$ cat src/rtl/asynchronous_fifo_write_controller_pkg.sv
// rtl/asynchronous_fifo_write_controller_pkg.sv - Gray-code helpers shared by both FIFO clock domains
//
// Purpose:
//   Pointer encode/decode functions for the asynchronous FIFO.
//   Both functions work on a wide pointer word. Callers zero-extend their
//   pointer into pointer_word_t and narrow the result back with a width cast.
//   Leading zeros do not disturb either conversion, so this is exact for any
//   pointer width up to MAX_POINTER_WIDTH.
//
// Contents:
//   MAX_POINTER_WIDTH  widest pointer the helpers support
//   pointer_word_t     wide pointer carrier type
//   binary_to_gray     value ^ (value >> 1)
//   gray_to_binary     bit i = XOR of (value >> i)

package asynchronous_fifo_package;

  localparam int MAX_POINTER_WIDTH = 32;

  typedef logic [MAX_POINTER_WIDTH-1:0] pointer_word_t;

  function automatic pointer_word_t binary_to_gray(input pointer_word_t value);
    return value ^ (value >> 1);
  endfunction

  function automatic pointer_word_t gray_to_binary(input pointer_word_t value);
    pointer_word_t result;
    result = '0;
    for (int i = 0; i < MAX_POINTER_WIDTH; i++) begin
      result = result ^ (value >> i);
    end
    return result;
  endfunction

endpackage

$ cat src/rtl/asynchronous_fifo_pointer_synchronizer.sv
// rtl/asynchronous_fifo_pointer_synchronizer.sv - two-flop synchronizer for a Gray-coded pointer
//
// Purpose:
//   Brings a Gray pointer from the far clock domain into the local one.
//   Because only one bit of a Gray pointer changes per step, a stage that
//   samples mid-transition resolves to either the old or the new pointer,
//   never to an unrelated value. Reusable by the read-side controller.
//
// Ports:
//   i_clock  local clock
//   i_reset  synchronous, active-high reset (clears both stages)
//   i_data   Gray pointer from the other clock domain
//   o_data   synchronized Gray pointer (second stage)

module asynchronous_fifo_pointer_synchronizer #(
  parameter int WIDTH = 12
) (
  input  logic             i_clock,
  input  logic             i_reset,
  input  logic [WIDTH-1:0] i_data,
  output logic [WIDTH-1:0] o_data
);

  logic [WIDTH-1:0] r_sync_stage_1;
  logic [WIDTH-1:0] r_sync_stage_2;

  always_ff @(posedge i_clock) begin
    if (i_reset) begin
      r_sync_stage_1 <= '0;
      r_sync_stage_2 <= '0;
    end else begin
      r_sync_stage_1 <= i_data;
      r_sync_stage_2 <= r_sync_stage_1;
    end
  end

  assign o_data = r_sync_stage_2;

endmodule

$ cat src/rtl/asynchronous_fifo_write_controller.sv
// rtl/asynchronous_fifo_write_controller.sv - write-domain half of the asynchronous FIFO
//
// Purpose:
//   Accepts producer words and drives the memory write port. Publishes a
//   flop-sourced Gray write pointer to the read domain and synchronizes the
//   read domain's Gray pointer back. Derives full, almost_full, fill_level
//   and a sticky overflow flag from registered state only.
//   One slot is always left unused, so equal pointers always mean empty.
//
// Ports:
//   clock                 write-domain clock
//   reset                 synchronous, active-high reset
//   write_enable          producer requests a write this cycle
//   write_data            word to store
//   read_pointer_gray     Gray read pointer from the read domain
//   memory_write_enable   memory write strobe (accepted write this cycle)
//   memory_write_address  memory write address (current write pointer)
//   memory_write_data     memory write data
//   write_pointer_gray    registered Gray write pointer, to the read domain
//   write_strobe          registered copy of an accepted write
//   full                  no free slot; writes this cycle are dropped
//   almost_full           fill_level >= ALMOST_FULL_THRESHOLD
//   fill_level            conservative occupancy count
//   overflow              sticky; a write was attempted while full

module asynchronous_fifo_write_controller
  import asynchronous_fifo_package::*;
#(
  parameter int DATA_WIDTH            = 16,
  parameter int DATA_DEPTH            = 4096,
  parameter int ALMOST_FULL_THRESHOLD = 4088
) (
  input  logic                          clock,
  input  logic                          reset,
  input  logic                          write_enable,
  input  logic [DATA_WIDTH-1:0]         write_data,
  input  logic [$clog2(DATA_DEPTH)-1:0] read_pointer_gray,
  output logic                          memory_write_enable,
  output logic [$clog2(DATA_DEPTH)-1:0] memory_write_address,
  output logic [DATA_WIDTH-1:0]         memory_write_data,
  output logic [$clog2(DATA_DEPTH)-1:0] write_pointer_gray,
  output logic                          write_strobe,
  output logic                          full,
  output logic                          almost_full,
  output logic [$clog2(DATA_DEPTH)-1:0] fill_level,
  output logic                          overflow
);

  localparam int POINTER_WIDTH = $clog2(DATA_DEPTH);

  // State
  logic [POINTER_WIDTH-1:0] r_write_pointer;
  logic [POINTER_WIDTH-1:0] r_write_pointer_gray;
  logic                     r_write_strobe;
  logic                     r_overflow;

  // Derived
  logic [POINTER_WIDTH-1:0] w_read_pointer_gray_sync;
  logic [POINTER_WIDTH-1:0] w_read_pointer_sync;
  logic [POINTER_WIDTH-1:0] w_write_pointer_plus_one;
  logic [POINTER_WIDTH-1:0] w_write_pointer_next;
  logic [POINTER_WIDTH-1:0] w_write_pointer_next_gray;
  logic [POINTER_WIDTH-1:0] w_fill_level;
  logic                     w_full;
  logic                     w_write_accept;
  logic                     w_write_rejected;

  asynchronous_fifo_pointer_synchronizer #(
    .WIDTH (POINTER_WIDTH)
  ) u_read_pointer_synchronizer (
    .i_clock (clock),
    .i_reset (reset),
    .i_data  (read_pointer_gray),
    .o_data  (w_read_pointer_gray_sync)
  );

  assign w_read_pointer_sync =
    POINTER_WIDTH'(gray_to_binary(pointer_word_t'(w_read_pointer_gray_sync)));

  // DATA_DEPTH is a power of two, so natural pointer-width wrap is mod DATA_DEPTH.
  assign w_write_pointer_plus_one = r_write_pointer + POINTER_WIDTH'(1);
  assign w_fill_level             = r_write_pointer - w_read_pointer_sync;
  assign w_full                   = (w_write_pointer_plus_one == w_read_pointer_sync);

  // Full is judged on registered state only; a slot freed by a read this
  // cycle is not visible yet, so a write attempted while full is still lost.
  // A write presented during reset is dropped as well.
  assign w_write_accept   = write_enable && !w_full && !reset;
  assign w_write_rejected = write_enable && w_full;

  assign w_write_pointer_next      = w_write_accept ? w_write_pointer_plus_one : r_write_pointer;
  assign w_write_pointer_next_gray =
    POINTER_WIDTH'(binary_to_gray(pointer_word_t'(w_write_pointer_next)));

  always_ff @(posedge clock) begin
    if (reset) begin
      r_write_pointer      <= '0;
      r_write_pointer_gray <= '0;
      r_write_strobe       <= 1'b0;
      r_overflow           <= 1'b0;
    end else begin
      r_write_pointer      <= w_write_pointer_next;
      // Loaded from the next binary pointer so the published Gray value
      // comes straight from a flop and moves on the same edge as the pointer.
      r_write_pointer_gray <= w_write_pointer_next_gray;
      r_write_strobe       <= w_write_accept;
      if (w_write_rejected) begin
        r_overflow <= 1'b1;
      end
    end
  end

  assign memory_write_enable  = w_write_accept;
  assign memory_write_address = r_write_pointer;
  assign memory_write_data    = write_data;
  assign write_pointer_gray   = r_write_pointer_gray;
  assign write_strobe         = r_write_strobe;
  assign full                 = w_full;
  assign almost_full          = (w_fill_level >= POINTER_WIDTH'(ALMOST_FULL_THRESHOLD));
  assign fill_level           = w_fill_level;
  assign overflow             = r_overflow;

endmodule
$ cat config.mk
export PLATFORM = sky130hd
export DESIGN_NAME = asynchronous_fifo_write_controller
export DESIGN_NICKNAME = d
export VERILOG_FILES = /design/src/rtl/asynchronous_fifo_write_controller_pkg.sv /design/src/rtl/asynchronous_fifo_pointer_synchronizer.sv /design/src/rtl/asynchronous_fifo_write_controller.sv
export SDC_FILE = /design/constraint.sdc
export NUM_CORES = 1
export LEC_CHECK = 0
export BUFFER_PORTS_ARGS = -buffer_cell sky130_fd_sc_hd__buf_2
export CAP_MARGIN = 10
export CORE_MARGIN = 8
export CORE_UTILIZATION = 36
export CTS_BUF_LIST = sky130_fd_sc_hd__clkbuf_2
export DETAILED_ROUTE_END_ITERATION = 8
export PLACE_DENSITY = 0.65
export SLEW_MARGIN = 20
export SYNTH_ARGS = -nofsm -noshare
export SYNTH_HDL_FRONTEND = slang
export SYNTH_SLANG_ARGS = --single-unit
export TNS_END_PERCENT = 50
$ cat constraint.sdc
create_clock -name clock -period 4.8 [get_ports clock]
set_input_delay 0.24 -clock clock [delete_from_list [all_inputs] [get_ports clock]]
set_output_delay 0.24 -clock clock [all_outputs]
set_load 0.01 [all_outputs]
==> results.md <==
- The Yosys warning count is 0.
- Timing analysis after detailed placement gives a worst setup slack of -0.0004166 ns.
- The share of synthesized area occupied by flip-flops and latches is 0.3131.
- The antenna diode count is 0.
- Among all flip-flop cells after synthesis, the most frequent one is sky130_fd_sc_hd__dfxtp_1.
- The via count normalized by instance count is 4.808.
- The placement-stage cell area is 0.003347 sq mm.
- The area of the placeable core is roughly 0.0086 sq mm.
- Ranked by total cell area, the synthesized netlist is headed by sky130_fd_sc_hd__dfxtp_1 31%, sky130_fd_sc_hd__xnor2_1 8.4%, sky130_fd_sc_hd__xor2_1 5.9%.
- In the layout the commonest cells are 55 x sky130_fd_sc_hd__buf_2, 43 x sky130_fd_sc_hd__dfxtp_1, 29 x sky130_fd_sc_hd__nor2_1, 28 x sky130_fd_sc_hd__nor2b_1, 27 x sky130_fd_sc_hd__xnor2_1.
- Final hold analysis gives a worst-case slack of 0.04427 ns.
- The number of sinks driven by the clock tree is about 50.
- Of the available clock period, the critical path in the final layout requires 0.9416.
- The largest total area in the synthesized netlist belongs to sky130_fd_sc_hd__dfxtp_1.
- The final number of setup-violating endpoints is 0.
- The number of endpoints with negative hold slack in the final report came to 0.
- The share of cells above drive strength 1 is 0.2422.
- The clock passes through at most 2 buffers.
- The via count of the first global-routing pass is between 2000 and 2500.
- The path type of the worst setup path is reg -> out.
- The final routed wirelength across all metal layers is around 6900 microns.
- The gate count after technology mapping is approximately 370.
- The starting density of the core is 0.3646.
- The minimum setup slack in the final design is roughly 0.28 ns.
- The mean post-synth cell area is about 8.6 sq um.
- Clock-pin slew was measured on the worst setup and hold paths at roughly 0.25 ns.
- The post-route total power is about 1 mW.
- For met3 alone, demand over resource in global routing was 0.03165.
- The flow ran to the end, and the final reports show no timing, DRC or antenna violations.
- The overall overflow remaining after global route is 0.
- The worst endpoint required time is roughly 4.6 ns.
- The post-detailed-route DRC marker count is 0.
- The die is 109.3 microns tall.
- The count of cells in the finished layout, fillers not included, comes to 525.
- The number of filler cells placed in the layout is roughly 850.
- The area share of the largest cell type after synthesis is 0.3131.
- Synthesis inferred 49 register bits.
- The worst path needs ~4.5 ns of the cycle, external delays included.
- The transition time at the pin with the least slew margin is a little under 0.8 ns.
- Max-cap violations in this run came to 0.
- The global routing usage on met2 is 0.1841.
- The worst setup path is captured at a primary output.
- The final-layout setup total negative slack is 0 ns.
- With fillers left out, the area of the finished cells amounts to approximately 0.0037 sq mm.
- The die covers about 0.012 sq mm.
- The initial antenna violation count is 0.
- Static timing analysis puts the maximum clock frequency at 0.2213 GHz.
- TritonCTS built the clock tree.
- In this run the number of H-tree levels came out at 2.
- met2 is the most crowded layer.
- The worst pin sits at a relative slew slack of 0.4829.
- Leaving out fill and tap cells, the most frequent cell in the layout is sky130_fd_sc_hd__buf_2.
- The class of the most critical hold timing path is in -> reg.
- The largest fanout of any net on the critical path is 4.
- The analysis attributes to cell leakage a power of approximately 1.7 nW.
- After detailed routing, the average wire length per cell comes to 13.07 microns.
- The clock insertion delay at the later pin of the skew report is 0.44 ns.
- The number of buffers added by the clock tree synthesis step is 5.
- The tree is rooted in a sky130_fd_sc_hd__clkbuf_2.
- For this design the ratio of total power to cell area is ~270 mW/mm^2.
- The synthesis-to-finish area growth is 18.01%.
- The HPWL after detailed placement is between 5000 and 6000 microns.
- The worst setup path is launched from a flip-flop.
- Summing every instance area after synthesis gives approximately 0.0031 sq mm.
- The first detailed-routing pass took 4 iterations.
- For this run, the total global-route usage over all layers was measured as 0.1125.
- Port buffering added 55 buffers.
- The floorplan die width is between 100 and 150 microns.
- Measured on the finished design, the core utilization comes to 0.4303.
- The total placed cells including tap cells is 495.
- Counting flops with a built-in enable in the synthesized netlist gives 0.
- The remaining number of nets flagged by the antenna check after routing is 0.
- The final count of pins violating max slew is 0.
- The boundary pin count is 88.
- Of all flip-flops after synthesis, the portion carrying an async set or reset was 0.
- Routability-driven placement finished with a final weighted congestion of approximately 0.8.
- The detailed router's first-iteration violation count is 112.
- The worst-case vdd ir drop is about 0.14 mV.
- After the last flow step, the layout net total stands at 460.
- The first-pass GRT wire length is roughly 11000 microns.
- Entering global routing, the biggest net connects 50 pins.
- The global routing usage on met1 is 0.1413.
- The total vias in the final route is around 2500.
- Synthesis produced a netlist with a net count of ~400.
- STA puts the critical path data arrival time at around 4.3 ns.
- The number of different library cells used by synthesis comes to 48.
- The number of placement rows is 34.
- On the final layout, the worst clock skew is between 0.01 and 0.015 ns.
-- sequential cells by signal (all words and copies together), names as in the netlist --
register and flops:
u_read_pointer_synchronizer.r_sync_stage_1 12, memory_write_address 11, write_pointer_gray 12, overflow 1
write_strobe 1, u_read_pointer_synchronizer.o_data 12
-- layout make-up --
class                   count  area [sq um]  area share
multi-input cells         265          1971      0.5330
flip-flops and latches     49         996.0      0.2694
repair buffers             79         485.5      0.1313
well taps                 108         135.1     0.03655
inverters                  16         60.06     0.01624
clock buffers               5         25.02    0.006768
clock inverters             3         25.02    0.006768
-- report_power, final --
group / internal (mW) / total [mW] / switching [mW]
clock network: 0.0399 / 0.180 / 0.140
logic: 0.186 / 0.380 / 0.195
registers: 0.420 / 0.429 / 0.00911
total: 0.646 / 0.990 / 0.344
-- kinds of logic (layout without fill, tap and decap cells) --
logic type	count (synthesis)	in the layout	synth area share
simple gates	138	138	0.2320
xor+xnor	57	57	0.1777
buf+inv	51	103	0.08666
flops	49	49	0.3131
compound gates	46	46	0.09704
fa+ha+maj	13	13	0.05431
mux	11	11	0.03914
-- repair_timing --
action / 4_1_cts / 5_1_grt
pin swaps: 2 / 9
setup buffers: 2 / 8
endpoints found under the hold margin: 12 / 0
setup endpoints to repair: 6 / 2
hold buffers: 12 / 0
resized for setup: 13 / 14
-- critical path, stage by stage, from the launching register on --
cell	delay (ns)
sky130_fd_sc_hd__dfxtp_4	0.45
sky130_fd_sc_hd__xor2_4	0.23
sky130_fd_sc_hd__xnor2_4	0.17
sky130_fd_sc_hd__xnor3_2	0.43
sky130_fd_sc_hd__xnor2_4	0.23
sky130_fd_sc_hd__xor2_2	0.22
sky130_fd_sc_hd__xnor2_1	0.10
sky130_fd_sc_hd__ha_1	0.21
sky130_fd_sc_hd__fa_2	0.36
sky130_fd_sc_hd__nor2b_1	0.12
sky130_fd_sc_hd__o21ai_1	0.10
sky130_fd_sc_hd__a21boi_1	0.20
sky130_fd_sc_hd__o21ai_1	0.12
sky130_fd_sc_hd__a21oi_2	0.15
sky130_fd_sc_hd__o21ai_1	0.12
sky130_fd_sc_hd__o311ai_2	0.30
sky130_fd_sc_hd__and4_1	0.22
sky130_fd_sc_hd__buf_2	0.12
-- routing by layer --
layer,part of all wire,vias to the layer above
met1,0.45,1142
met3,0.070,4
met5,0,-
met4,0.0098,0
met2,0.47,70
li1,-,1308
-- worst paths after layout --
check,cells past startpoint,end,start,slack (ns)
max reg2reg,14,write_pointer_gray[1]$_SDFF_PP0_,u_read_pointer_synchronizer.o_data[10]$_SDFF_PP0_,0.57
min reg2reg,1,u_read_pointer_synchronizer.o_data[7]$_SDFF_PP0_,u_read_pointer_synchronizer.r_sync_stage_1[7]$_SDFF_PP0_,0.46
min,3,overflow$_SDFFE_PP0P_,write_enable,0.04
max,17,almost_full,u_read_pointer_synchronizer.o_data[10]$_SDFF_PP0_,0.28
-- Yosys cell counts (all sizes together), types with 2 or more instances --
cell type  number
or2             5
a22oi           2
a21boi          4
clkbuf         12
xnor3           2
and3           10
nand2b          6
nor2           29
nor2b          28
nor3           13
nand3b          2
o41a            2
ha             12
buf            23
a211oi          2
inv            16
nand3           7
nor4            2
a21oi          13
dfxtp          49
o21ai           9
xor2           22
a31oi           2
a21o            3
and4            4
and2            2
o211ai          3
nand2          25
mux2i          10
xnor2          33
Power figures use the tool's default switching activity.
